### src/rtl/alu_pkg.sv
// ==== alu_pkg: shared word type and width for the Y86-64 ALU blocks | rev 1.0 ====
`default_nettype none

package alu_pkg;
  localparam int WORD_W = 64;
  typedef logic signed [WORD_W-1:0] word_t;
endpackage

`default_nettype wire

### src/rtl/full_adder.sv
// ==== full_adder: one-bit full adder cell for the ripple-carry chain | rev 1.0 ====
`default_nettype none

module full_adder (
  input  logic a,
  input  logic b,
  input  logic cin,
  output logic s,
  output logic cout
);

  assign s    = a ^ b ^ cin;
  assign cout = (a & b) | (a & cin) | (b & cin);

endmodule

`default_nettype wire

### src/rtl/adder_64.sv
// ==== adder_64: registered 64-bit ripple-carry adder with carry/overflow flags | rev 1.0 ====
`default_nettype none

module adder_64
  import alu_pkg::*;
(
  input  logic        clk,
  input  logic        rst_n,
  input  logic        in_valid,
  input  logic [63:0] a,
  input  logic [63:0] b,
  output logic        out_valid,
  output logic [63:0] sum,
  output logic        carry,
  output logic        overflow
);

  word_t a_w;
  word_t b_w;
  word_t s_n;
  logic  carry_n;
  logic  overflow_n;

  assign a_w = word_t'(a);
  assign b_w = word_t'(b);

  // Each stage owns its carry pair so the chain is a set of scalar nets, not one self-referencing vector.
  for (genvar i = 0; i < WORD_W; i++) begin : g_fa
    logic cin;
    logic cout;
    if (i == 0) begin : g_lsb
      assign cin = 1'b0;
    end else begin : g_chain
      assign cin = g_fa[i-1].cout;
    end
    full_adder u_fa (
      .a    (a_w[i]),
      .b    (b_w[i]),
      .cin  (cin),
      .s    (s_n[i]),
      .cout (cout)
    );
  end

  assign carry_n    = g_fa[WORD_W-1].cout;
  assign overflow_n = (a_w[WORD_W-1] == b_w[WORD_W-1]) && (s_n[WORD_W-1] != a_w[WORD_W-1]);

  always_ff @(posedge clk or negedge rst_n) begin
    if (!rst_n) begin
      out_valid <= 1'b0;
      sum       <= '0;
      carry     <= 1'b0;
      overflow  <= 1'b0;
    end else if (in_valid) begin
      out_valid <= 1'b1;
      sum       <= s_n;
      carry     <= carry_n;
      overflow  <= overflow_n;
    end else begin
      out_valid <= 1'b0;
    end
  end

endmodule

`default_nettype wire

### config.mk
export PLATFORM = sky130hd
export DESIGN_NAME = adder_64
export DESIGN_NICKNAME = d
export VERILOG_FILES = /design/src/rtl/alu_pkg.sv /design/src/rtl/full_adder.sv /design/src/rtl/adder_64.sv
export SDC_FILE = /design/constraint.sdc
export NUM_CORES = 1
export LEC_CHECK = 0
export CORE_ASPECT_RATIO = 0.8
export CORE_MARGIN = 5
export CORE_UTILIZATION = 43
export DETAILED_ROUTE_END_ITERATION = 10
export GPL_TIMING_DRIVEN = 0
export PLACE_DENSITY = 0.9
export RECOVER_POWER = 25
export SLEW_MARGIN = 20
export SYNTH_ARGS = -nofsm -noshare
export SYNTH_HDL_FRONTEND = slang
export SYNTH_SLANG_ARGS = --single-unit
### constraint.sdc
create_clock -name clk -period 1.4 [get_ports clk]
set_clock_uncertainty 0.05 [all_clocks]
set_input_delay 0.28 -clock clk [delete_from_list [all_inputs] [get_ports clk]]
set_output_delay 0.28 -clock clk [all_outputs]
set_load 0.005 [all_outputs]
Word-level counts from Yosys, hierarchy flattened:

Cells that the tools add are included.
Widths: inputs -> output; s select.

* bits in registers: 67
* input port bits: 131
* output and inout port bits: 67
* logic and storage cells: 451

* eq/ne operators: 2
* mux-type cells: 1
* bitwise logic cells: 443
* reduce and logical (&&, ||, !) cells: 1

Operator list (number)
* $and 1x1->1: 190
* $xor 1x1->1: 127
* $or 1x1->1: 126
* $eq 1x1->1: 1
* $logic_and 1x1->1: 1
* $mux 1: 1
* $ne 1x1->1: 1

Longest topological paths before layout:

* depth in word-level cells: 190
* gate-level depth with buffers: 67
* mapped depth without buffers: 67

Cells and area by module:

A second synthesis with hierarchy kept.

* cells, all modules: 208
* area, all modules: 3881.2 µm²

By module, submodules not included
* adder_64: instances 1, cells each 144, area each 2600.0 µm², sequential area each 1676.6 µm²
* full_adder: instances 64, cells each 1, area each 20.0 µm², sequential area each 0.0 µm²

Least setup slack after synthesis:

No wires, ideal clock.

* path kind: input to register
* from: input a[0]
* to: register overflow
* setup time: 0.128 ns
* arrival: 24.708 ns
* data required time: 1.222 ns
* path slack: -23.486 ns
* stages: 67
* buffers on the path: 0
* cells stage by stage: ha_1 > fa_1 > fa_1 > fa_1 > fa_1 > fa_1 > fa_1 > fa_1 > fa_1 > fa_1 > fa_1 > fa_1 > fa_1 > fa_1 > fa_1 > fa_1 > fa_1 > fa_1 > (+31 left out) > fa_1 > fa_1 > fa_1 > fa_1 > fa_1 > fa_1 > fa_1 > fa_1 > fa_1 > fa_1 > fa_1 > fa_1 > fa_1 > fa_1 > inv_1 > fa_1 > xor2_1 > o22ai_1

* longest elaborated chain between the ends: 190
* elaborated cells on any way between the ends: 252
* classes of those cells: 1 x eq/ne; 250 x bitwise; 1 x reduce/logical

RTL lines
* start: declaration: RTL line adder_64.sv:10 `input logic [63:0] a,`
* $and 1x1->1 (*): RTL line full_adder.sv:13 `assign cout = (a & b) | (a & cin) | (b & cin);`
* $and 1x1->1: RTL line full_adder.sv:13
* $or 1x1->1: RTL line full_adder.sv:13
* $or 1x1->1 (*): RTL line full_adder.sv:13
* $and 1x1->1: RTL line full_adder.sv:13
* $or 1x1->1: RTL line full_adder.sv:13
* $or 1x1->1 (*): RTL line full_adder.sv:13
* $and 1x1->1: RTL line full_adder.sv:13
* (+174 left out)
* $or 1x1->1: RTL line full_adder.sv:13
* $or 1x1->1 (*): RTL line full_adder.sv:13
* $and 1x1->1: RTL line full_adder.sv:13
* $or 1x1->1: RTL line full_adder.sv:13
* $or 1x1->1 (*): RTL line full_adder.sv:13
* $xor 1x1->1 (*): RTL line full_adder.sv:12 `assign s = a ^ b ^ cin;`
* $ne 1x1->1 (*): RTL line adder_64.sv:46 `assign overflow_n = (a_w[WORD_W-1] == b_w[WORD_W-1]) && (s_n[WORD_W-1] != a_w[WORD_W-1]);`
* $logic_and 1x1->1 (*): RTL line adder_64.sv:46
* end signal: assignment: RTL line adder_64.sv:58 `overflow <= overflow_n;`
* end: declaration: RTL line adder_64.sv:15 `output logic overflow`

Mark *: on every way between the ends. The rest lies on a longest branch, timed or not.
A chain may end at the register's enable or synchronous reset.

Final worst setup path:

Same ends and word-level chain as after synthesis.

==> results.py <==
metrics = {
    "outcome": {
        "status": "finished with violations",
        "failed_checks": "setup timing",
    },
    "clock_network": {
        "cts.sink_count": 67,
        "h_tree_levels": 3,
        "clk_transition_reported_paths_ns": 0.07,
        "clock_tree.root_cell": "sky130_fd_sc_hd__clkbuf_8",
        "tritoncts": "done",
        "insertion_delay_to_the_later_sink_of_the_worst_skew_pair_ns": 0.34,
        "cts_made_buffers": 9,
        "clock_tree.buffer_depth": 2,
    },
    "yosys": {
        "synthSimpleGateAreaFrac": 0.00362,
        "postSynthNetCount": 410,
        "syn-cell-area_mm2": 0.00380,
        "syn_area_per_cell_um2": 17.8,
        "dominant_combinational_cell_family_by_area_after_synthesis": "adder cells",
        "yosys.area_share.xor_xnor": 0.00230,
        "ys.warnings.count": 0,
        "multiplexer_fraction_of_the_synthesized_cell_area": 0.191,
        "distinct_cells_synth": 13,
        "synth-seq-area-share": 0.441,
        "synth_adder_area_share": 0.338,
        "synth-compound-area-share": 0.00428,
        "postSynthCellCount": 214,
        "synth.ff_latch_count": 67,
    },
    "worst_setup_path": {
        "cp_data_required_time_ns": 1.60,
        "timing.critical_path.slowest_cell_delay_ns": 0.44,
        "critPathSlowestCell": "sky130_fd_sc_hd__fa_2",
        "critical_path.n_buffers_inverters": 2,
        "critical_path.startpoint_type": "input pin",
        "worst-r2r-setup-slack_ns": 0.46,
        "critPathMostFrequentCell": "sky130_fd_sc_hd__fa_2",
        "timing.critical_path.arrival_ns": 23.14,
        "timing.critical_path.max_delay_family": "adder cells",
        "crit_fanout": 2,
        "worst-setup-path-type": "in2reg",
        "end_kind": "flop",
    },
    "placed_design": {
        "replace_congestion": 0.818,
        "post-dp-hpwl_um": 8630,
        "io_buffers": 197,
    },
    "timing": {
        "hold_viol_final": 0,
        "max_clock_freq_ghz": 0.0436,
        "tightest_slew_ns": 0.857,
        "slew_headroom": 0.429,
        "final_max_slew_viol_count": 0,
        "layout_setup_ws_ns": -21.53,
        "finalSetupViolCount": 66,
        "final_min_period_over_clock_period": 16.4,
        "fin_crit_ns": 22.93,
        "grt_setup_unrepaired": "true",
    },
    "global_routing": {
        "grtUsageTotal": 0.204,
        "first_pass_grt_wire_length_um": 16600,
        "grt_start_max_net_pins": 56,
        "grt-ovfl-total": 0,
        "via_count_of_the_first_global_routing_pass": 3206,
        "grt_antenna_before_repair": 0,
    },
    "finish": {
        "post_route_cells_drive_above_1_share": 0.371,
        "area_growth_pct": 70.2,
        "postLayoutCoreUtil": 0.756,
        "antennaDiodeCount": 0,
        "final_nets": 624,
    },
    "route": {
        "remaining_drc_errors": 0,
        "detail-route-antenna-nets": 0,
        "drt-initial-drc-count": 53,
        "drt-pass1-iter-count": 4,
        "route.vias.total": 2646,
        "detail_route.wl_per_cell_um": 19.9,
        "routed_via_density": 4.87,
        "wl_um": 10800,
    },
    "die": {
        "initial_utilization": 0.444,
        "pin_count": 198,
        "die_width_um": 115,
        "design.die.area_mm2": 0.0108,
        "core-area_mm2": 0.00856,
        "die_height_um": 94.1,
        "fp-row-count": 30,
    },
    "pwr": {
        "power.leakage_nw": 2.78,
        "peakVddDrop_mv": 0.617,
        "finalPower_mw": 6.91,
        "cellPowerDensity_mw_per_mm2": 1070,
    },
    "flow_run": {
        "maxCapViolations": 0,
    },
    "min_path": {
        "min-delay-path-class": "in2reg",
    },
}
-- report_power, final --
| part | internal, mW | switching, mW | leakage [nW] | total (mW) |
|---|---|---|---|---|
| Combinational | 1.70 | 0.924 | 1.90 | 2.63 |
| Clock | 0.947 | 0.694 | 0.104 | 1.64 |
| Sequential | 2.40 | 0.245 | 0.784 | 2.65 |
-- metal layers --
layer  GRT usage  up-vias  routed length (um)
li1            -     1139                   -
met1       0.229     1362                3910
met2       0.372      129                5760
met3      0.0663       16                 980
met4      0.0547        0                 156
met5           0        -                   0
-- state kept, by name (all words and copies together) (netlist names) --
signal	count
carry	1
overflow	1
sum	64
out_valid	1
-- worst min-delay path, cell delays in order --
cell and delay, ns:
sky130_fd_sc_hd__buf_6 0.07, sky130_fd_sc_hd__ha_4 0.11, sky130_fd_sc_hd__mux2_2 0.13
-- layout by cell type (no fill, tap or decap), drive strengths merged, types with 4 or more instances in the layout --
cell type / instances
dfrtp: 67
buf: 15
clkbuf: 14
inv: 4
mux2: 63
fa: 63
clkdlybuf4s50: 124
dlygate4sd2: 67
-- per-stage QoR --
| stage | setup TNS (ns) | cell area, um2 | hold WS (ns) | std cells | setup slack, ns |
|---|---|---|---|---|---|
| floorplan | -693.97 | 3980 | -0.0656 | 214 | -20.94 |
| global placement | -895.16 | 6090 | 0.439 | 523 | -21.99 |
| detailed placement | -758.20 | 6110 | 0.0968 | 524 | -22.38 |
| CTS | -708.55 | 6440 | 0.214 | 543 | -21.61 |
| finish | -706.33 | 6470 | 0.232 | 543 | -21.53 |
| global route | -726.71 | 6470 | 0.217 | 543 | -22.01 |
-- path summary, 6_finish.rpt --
check | cells past startpoint | from | to
setup / recovery | 68 | a[0] | overflow
hold / removal | 3 | b[0] | sum[0]
setup reg to reg | 2 | sum[16] | sum[16]
hold reg to reg | 1 | sum[55] | sum[55]
max in group asynchronous | 3 | rst_n | sum[36]
min in group asynchronous | 2 | rst_n | sum[10]
-- synth_stat cells --
library cell               count  area [um2]
sky130_fd_sc_hd__ha_1          2        25.0
sky130_fd_sc_hd__a21oi_1       2        10.0
sky130_fd_sc_hd__o22ai_1       1        6.26
sky130_fd_sc_hd__fa_1         63        1260
sky130_fd_sc_hd__xor2_1        1        8.76
sky130_fd_sc_hd__mux2_2       58         653
sky130_fd_sc_hd__mux2_4        5        75.1
sky130_fd_sc_hd__inv_1         4        15.0
sky130_fd_sc_hd__nand2b_1      1        6.26
sky130_fd_sc_hd__dfrtp_1      67        1680
sky130_fd_sc_hd__nor2_1        2        7.51
sky130_fd_sc_hd__buf_6         3        33.8
sky130_fd_sc_hd__buf_2         5        25.0
-- cell families (layout without fill, tap and decap cells) --
logic type	count (synthesis)	after routing
adders and majority gates	65	65
AOI/OAI and AO/OA	3	3
buffers and inverters	12	229
and+or+nand+nor	3	3
muxes	63	63
xor gates and xnor gates	1	1
DFF	67	67
-- cell type report --
cell class                 instances  area [um2]
multi-input combinational        135        2430
timing repair buffer             203        1950
inverter                           4        15.0
fill                             561        2080
buffer                             8        61.3
clock buffer                      12         165
tap                              112         140
sequential                        67        1680
clock inverter                     2        35.0
-- repair_timing --
action / in CTS / in global routing
setup endpoints to repair: 132 / 66
hold buffers: 1 / 0
setup buffers: 4 / 0
endpoints found under the hold margin: 12 / 0
resized for setup: 131 / 10
pin swaps: 2 / 1
Power figures use the tool's default switching activity.
